===== src/rtl/imem_responder_pkg.sv =====
// imem_responder_pkg: shared constants and state encoding for the instruction-fetch responder.
package imem_responder_pkg;

    localparam logic [31:0] RV_NOP = 32'h0000_0013;

    typedef enum logic [1:0] {IDLE, WAIT, RESP} imem_state_t;

endpackage


===== src/rtl/imem_line_buf.sv =====
// imem_line_buf: one 64-bit fetch line with tag compare and 32-bit word select.
module imem_line_buf (
    input  logic        clk,
    input  logic        rst,
    input  logic        wr_i,
    input  logic        wr_valid_i,
    input  logic        clr_i,
    input  logic [60:0] wr_tag_i,
    input  logic [63:0] wr_data_i,
    input  logic [60:0] tag_i,
    input  logic        sel_i,
    output logic        valid_o,
    output logic        tag_eq_o,
    output logic [31:0] word_o
);

    logic        valid_q;
    logic [60:0] tag_q;
    logic [63:0] data_q;

    always_ff @(posedge clk or posedge rst) begin
        if (rst) begin
            valid_q <= 1'b0;
            tag_q   <= '0;
            data_q  <= '0;
        end else if (wr_i) begin
            valid_q <= wr_valid_i;
            tag_q   <= wr_tag_i;
            data_q  <= wr_data_i;
        end else if (clr_i) begin
            valid_q <= 1'b0;
        end
    end

    assign valid_o  = valid_q;
    assign tag_eq_o = tag_q == tag_i;
    assign word_o   = sel_i ? data_q[63:32] : data_q[31:0];

endmodule


===== src/rtl/imem_responder.sv =====
// imem_responder: fetch responder serving hits from a line buffer and refilling misses with a timeout.
// Define IMEM_LINE_BUF_EN to reuse refilled lines; otherwise each refill is delivered once via RESP.
module imem_responder
    import imem_responder_pkg::*;
#(
    parameter logic [31:0] NOP_INST       = RV_NOP,
    parameter int unsigned TIMEOUT_CYCLES = 64
) (
    input  logic        clk,
    input  logic        rst,
    input  logic        inst_ena,
    input  logic [63:0] inst_addr,
    input  logic        flush,
    output logic [31:0] inst,
    output logic        stall,
    output logic        inst_misalign,
    output logic        mem_req,
    output logic [63:0] mem_addr,
    input  logic [63:0] mem_rdata,
    input  logic        mem_rvalid,
    output logic        mem_err
);

`ifdef IMEM_LINE_BUF_EN
    localparam bit LINE_BUF = 1'b1;
`else
    localparam bit LINE_BUF = 1'b0;
`endif
    localparam int CW = $clog2(TIMEOUT_CYCLES) + 1;

    imem_state_t   state_q, state_d;
    logic [CW-1:0] cnt_q, cnt_d;
    logic          kill_q, kill_d, req_d, err_d;
    logic [63:0]   addr_d;
    logic          aligned, fetch, buf_valid, tag_eq, hit, miss, done, tmo;
    logic [31:0]   word;

    assign aligned       = inst_addr[1:0] == 2'b00;
    assign fetch         = inst_ena & aligned;
    // RESP delivers the latched line once, but only to a request that still names it
    assign hit           = fetch & tag_eq & (((state_q == IDLE) & buf_valid) | (state_q == RESP));
    assign miss          = fetch & ~hit & (state_q == IDLE);
    assign done          = (state_q == WAIT) & mem_rvalid;
    assign tmo           = (state_q == WAIT) & ~mem_rvalid & (cnt_q == CW'(TIMEOUT_CYCLES - 1));
    assign inst          = hit ? word : NOP_INST;
    assign stall         = (state_q == WAIT) | (fetch & ~hit);
    assign inst_misalign = inst_ena & ~aligned;

    imem_line_buf u_buf (
        .clk        (clk),
        .rst        (rst),
        .wr_i       (done),
        .wr_valid_i (LINE_BUF & ~kill_q & ~flush),
        .clr_i      ((LINE_BUF & flush) | tmo),
        .wr_tag_i   (mem_addr[63:3]),
        .wr_data_i  (mem_rdata),
        .tag_i      (inst_addr[63:3]),
        .sel_i      (inst_addr[2]),
        .valid_o    (buf_valid),
        .tag_eq_o   (tag_eq),
        .word_o     (word)
    );

    always_comb begin
        state_d = state_q;
        cnt_d   = cnt_q;
        kill_d  = kill_q | flush;
        req_d   = mem_req;
        addr_d  = mem_addr;
        err_d   = 1'b0;
        if (miss) begin
            state_d = WAIT;
            req_d   = 1'b1;
            addr_d  = {inst_addr[63:3], 3'b000};
            cnt_d   = '0;
            kill_d  = 1'b0;
        end
        if (state_q == WAIT) cnt_d = cnt_q + CW'(1);
        if (done | tmo) begin
            state_d = (done & ~LINE_BUF & ~kill_q & ~flush) ? RESP : IDLE;
            req_d   = 1'b0;
            err_d   = tmo;
        end
        if (state_q == RESP) state_d = IDLE;
    end

    always_ff @(posedge clk or posedge rst) begin
        if (rst) begin
            state_q  <= IDLE;
            cnt_q    <= '0;
            kill_q   <= 1'b0;
            mem_req  <= 1'b0;
            mem_addr <= '0;
            mem_err  <= 1'b0;
        end else begin
            state_q  <= state_d;
            cnt_q    <= cnt_d;
            kill_q   <= kill_d;
            mem_req  <= req_d;
            mem_addr <= addr_d;
            mem_err  <= err_d;
        end
    end

endmodule


===== config.mk =====
export PLATFORM = sky130hd
export DESIGN_NAME = imem_responder
export DESIGN_NICKNAME = d
export VERILOG_FILES = /design/src/rtl/imem_responder_pkg.sv /design/src/rtl/imem_line_buf.sv /design/src/rtl/imem_responder.sv
export SDC_FILE = /design/constraint.sdc
export NUM_CORES = 1
export LEC_CHECK = 0
export ABC_AREA = 1
export CAP_MARGIN = 20
export CORE_UTILIZATION = 53
export CTS_BUF_LIST = sky130_fd_sc_hd__clkbuf_16
export DETAILED_ROUTE_END_ITERATION = 10
export PLACE_DENSITY = 0.86
export SETUP_SLACK_MARGIN = 0.5
export SLEW_MARGIN = 10
export SYNTH_ARGS = -nofsm -noshare
export SYNTH_HDL_FRONTEND = slang
export SYNTH_SLANG_ARGS = --single-unit

===== constraint.sdc =====
create_clock -name clk -period 10.9 [get_ports clk]
set_input_delay 2.18 -clock clk [delete_from_list [all_inputs] [get_ports clk]]
set_output_delay 2.18 -clock clk [all_outputs]
set_load 0.005 [all_outputs]

==> results <==
- The cell type with the largest total area after synthesis is dfrtp_1.
- The total of warnings raised by yosys is 0.
- The average cell area after synthesis is 8.93 sq um.
- The final routed wirelength across all metal layers is 22,500 um.
- In this run, the number of DRC markers left after iteration 0 of detailed routing was 497.
- The critical path startpoint category is an input port.
- The clock skew is 0.00696 ns.
- STA puts the critical path data required time at 8.72 ns.
- For this design the static power due to leakage is 5.95 nW.
- For this run, the total global-route usage over all layers was measured as 26.5%.
- The clock-pin slew of the registers on the worst-case setup and hold paths is 0.06 ns.
- The share of the Yosys chip area taken by registers is 54.1%.
- The number of primary I/O pins is 233.
- The classification of the worst-slack hold path is reg2reg.
- For the worst-skew pair, the clock arrives at the later sink with an insertion delay of 0.42 ns.
- Yosys attributes the largest share of cell area to dfrtp_1, nand2_1, mux2_2.
- The headroom to the max-slew limit is 29.7%.
- The clock passes through at most 2 buffers.
- The number of cells traversed by the worst hold path is 1.
- In this run, placement finished with an instance count of 1,436.
- The most used standard cell by instance count after synthesis is nand2_1.
- Derived from the worst setup path, the maximum achievable clock frequency is 0.135 GHz.
- Counting every instance in the synthesized netlist gives 1,025.
- The count of fill cells added during filler insertion is 1,227.
- After synthesis the netlist holds a flip-flop and latch count of 198.
- Counting flops with an async set or reset pin after synthesis yields a share of 100%.
- The routed layout has 7,333 vias.
- The number of iterations in the first detailed-routing pass is 5.
- The buffer type at the clock tree root is clkbuf_16.
- Once the clock tree was built, the resizer swapped 0 gates to a different size.
- Counting distinct cell types in the post-synthesis netlist gives 29.
- The power density over the cells is 240 nW/um^2.
- The arrival time of the worst setup path is 5.22 ns.
- The region available for standard cell placement spans 16,700 sq um.
- The clock tree from TritonCTS is built.
- The final critical-path share of the clock period is 67.8%.
- The floorplan step set the die width to 133 um.
- The deepest level of the CTS H-tree is 4.
- Setup repair after global routing left no endpoint under its margin.
- Leaving out filler cells and counting taps, the final layout contains 1,469.
- Routability-driven placement finished with a final weighted congestion of 0.836.
- By count the netlist is led by nand2_1, dfrtp_1, inv_1.
- The number of global-route vias before repair is 7,216.
- Global routing finished with a remaining overflow of 0.
- The most critical setup path has its startpoint at inst_addr[10].
- Counting flops with a built-in enable in the synthesized netlist gives 0.
- The max-slew violation count is 0.
- The worst setup path is of the in2out kind.
- The half-perimeter wire length after detailed placement is 16,100 um.
- Setup violations remaining at the end of the flow were counted as 0.
- The launching point of the worst reg2reg path is state_q[0].
- The slack of the worst reg-to-reg path is 8.35 ns.
- After detailed routing, the number of remaining DRC violations is 0.
- The initial antenna violation count is 1.
- The maximum ir drop on the vdd rail is 0.145 mV.
- Summed over its instances, the top area cell type makes up 54.1% of the synthesized netlist area.
- The flow ran to the end, and the final reports show no timing, DRC or antenna violations.
- The post-synthesis cell area is 9150 sq um.
- The area added between synthesis and finish is 31.8%.
- Across the run, the number of max-cap violations was 0.
- Summed over all failing endpoints, the final setup total negative slack is 0 ns.
- Buffers inserted during clock tree synthesis total 17.
- The capturing point of the worst reg2reg path is state_q[0].
- The final net count is 1,369.
- The actual slew at the worst max-slew pin is 1.05 ns.
- The number of cells on the worst reg-to-reg path is 6.
- The worst setup path is captured at an output pin.
- The die covers 17,800 sq um.
- The average wire per standard cell is 15.3 um.
- After clock tree synthesis, the setup repair step added 0 buffers.
- The remaining antenna violation count after routing is 0.
- The first-pass GRT wire length is 36,400 um.
- In this run the worst path has a maximum fanout of 30.
- The smallest clock period supported by the final layout is computed as 7.40 ns.
- The per-cell via count in the routed design is 4.99.
- The fraction of final layout cells with drive strength greater than 1 is 10.8%.
- Once the floorplan was initialized, standard cells occupied 54.8% of the core.
- The die outline height is 133 um.
- Entering global routing, the biggest net connects 128 pins.
- For this run, the leading register cell type out of synthesis is dfrtp_1.
- The count of final hold-check violations came to 0.
- For this design, the sink count on the clock tree is 198.
- The most critical setup path has its endpoint at inst[5].
- The number of I/O port buffers is 229.
- The number of buffers inserted by hold repair at cts is 0.
- The row count is 47.
-- worst min path at each step --
stage,startpoint,endpoint,slack (ns)
after global routing,u_buf.data_q[23],u_buf.data_q[23],0.52
after CTS,u_buf.data_q[62],u_buf.data_q[62],0.50
after detailed placement,u_buf.data_q[62],u_buf.data_q[62],0.49
after floorplan,u_buf.data_q[2],u_buf.data_q[2],0.46
after global placement,u_buf.data_q[2],u_buf.data_q[2],0.47
final,u_buf.data_q[0],u_buf.data_q[0],0.50
-- final cells by class --
class / instances / area (sq um) / share of cell area [%]
Inverter: 130 / 495 / 4.11
Tap cell: 220 / 275 / 2.28
Timing Repair Buffer: 232 / 2310 / 19.1
Multi-Input combinational cell: 656 / 3510 / 29.1
Antenna cell: 1 / 2.50 / 0.0207
Clock inverter: 15 / 93.8 / 0.778
Clock buffer: 17 / 425 / 3.53
Sequential cell: 198 / 4950 / 41.1
-- state kept, by name, summed over array words and instances, names as in the netlist --
| name | cells |
|---|---|
| u_buf.data_q | 64 |
| mem_addr | 61 |
| u_buf.tag_q | 61 |
| cnt_q | 7 |
| state_q | 2 |
| kill_q | 1 |
| mem_err | 1 |
| mem_req | 1 |
-- power breakdown --
part / internal [W] / leakage, nW / switching, W
Sequential: 0.00109 / 2.36 / 0.000219
Clock: 0.000289 / 0.262 / 0.000273
Combinational: 0.000533 / 3.33 / 0.000494
Total: 0.00191 / 5.95 / 0.000987
-- cell families (layout without fill, tap and decap cells) --
family,after synthesis,count (layout),share of synthesized area [%]
flops,198,198,54.1
compound gates,128,128,7.10
other cells,1,4,0.0410
buf+inv,173,394,7.92
simple gates,423,423,18.7
fa+ha+maj,1,1,0.137
xor+xnor,2,2,0.191
mux,99,99,11.8
-- critical path, cell delays in order --
cell,delay (ns)
clkdlybuf4s50_1,0.48
inv_1,0.06
nand2_1,0.07
nand2_1,0.07
nor2_1,0.24
nand2_1,0.08
nor2_1,0.16
nand2_1,0.08
nor2_1,0.31
nand2_2,0.59
nor2_2,0.31
clkdlybuf4s50_1,0.54
-- per-layer routing --
metal	vias to the layer above	share of wire, %	global-route usage, %	routed length, um
met5	-	0	0	0
met4	0	3.6	11.5	814
met3	46	5.2	5.82	1160
met2	192	49	42.9	11000
met1	3485	43	34.3	9570
li1	3610	-	-	-
-- stage by stage --
stage	total power (W)	util [%]	hold slack [ns]	instance area (sq um)	setup slack [ns]
after global placement	0.00229	69.1	0.475	11500	3.72
after CTS	0.00291	72.2	0.502	12100	3.50
after global routing	0.00310	72.2	0.516	12100	3.32
after detailed placement	0.00234	69.1	0.485	11500	3.51
after floorplan	0.00189	-	0.464	9160	3.32
final	0.00290	72.2	0.499	12100	3.50
-- cells in the final DEF, fill, tap and decap left out, drive strengths merged, types with 17 or more instances in the layout --
master         instances
inv                  134
mux2i                 29
a21oi                 61
mux2                  70
dfrtp                198
nor2                 134
o21ai                 62
clkbuf                17
nand2                274
clkdlybuf4s50        228
(Power assumes the default switching activity.)
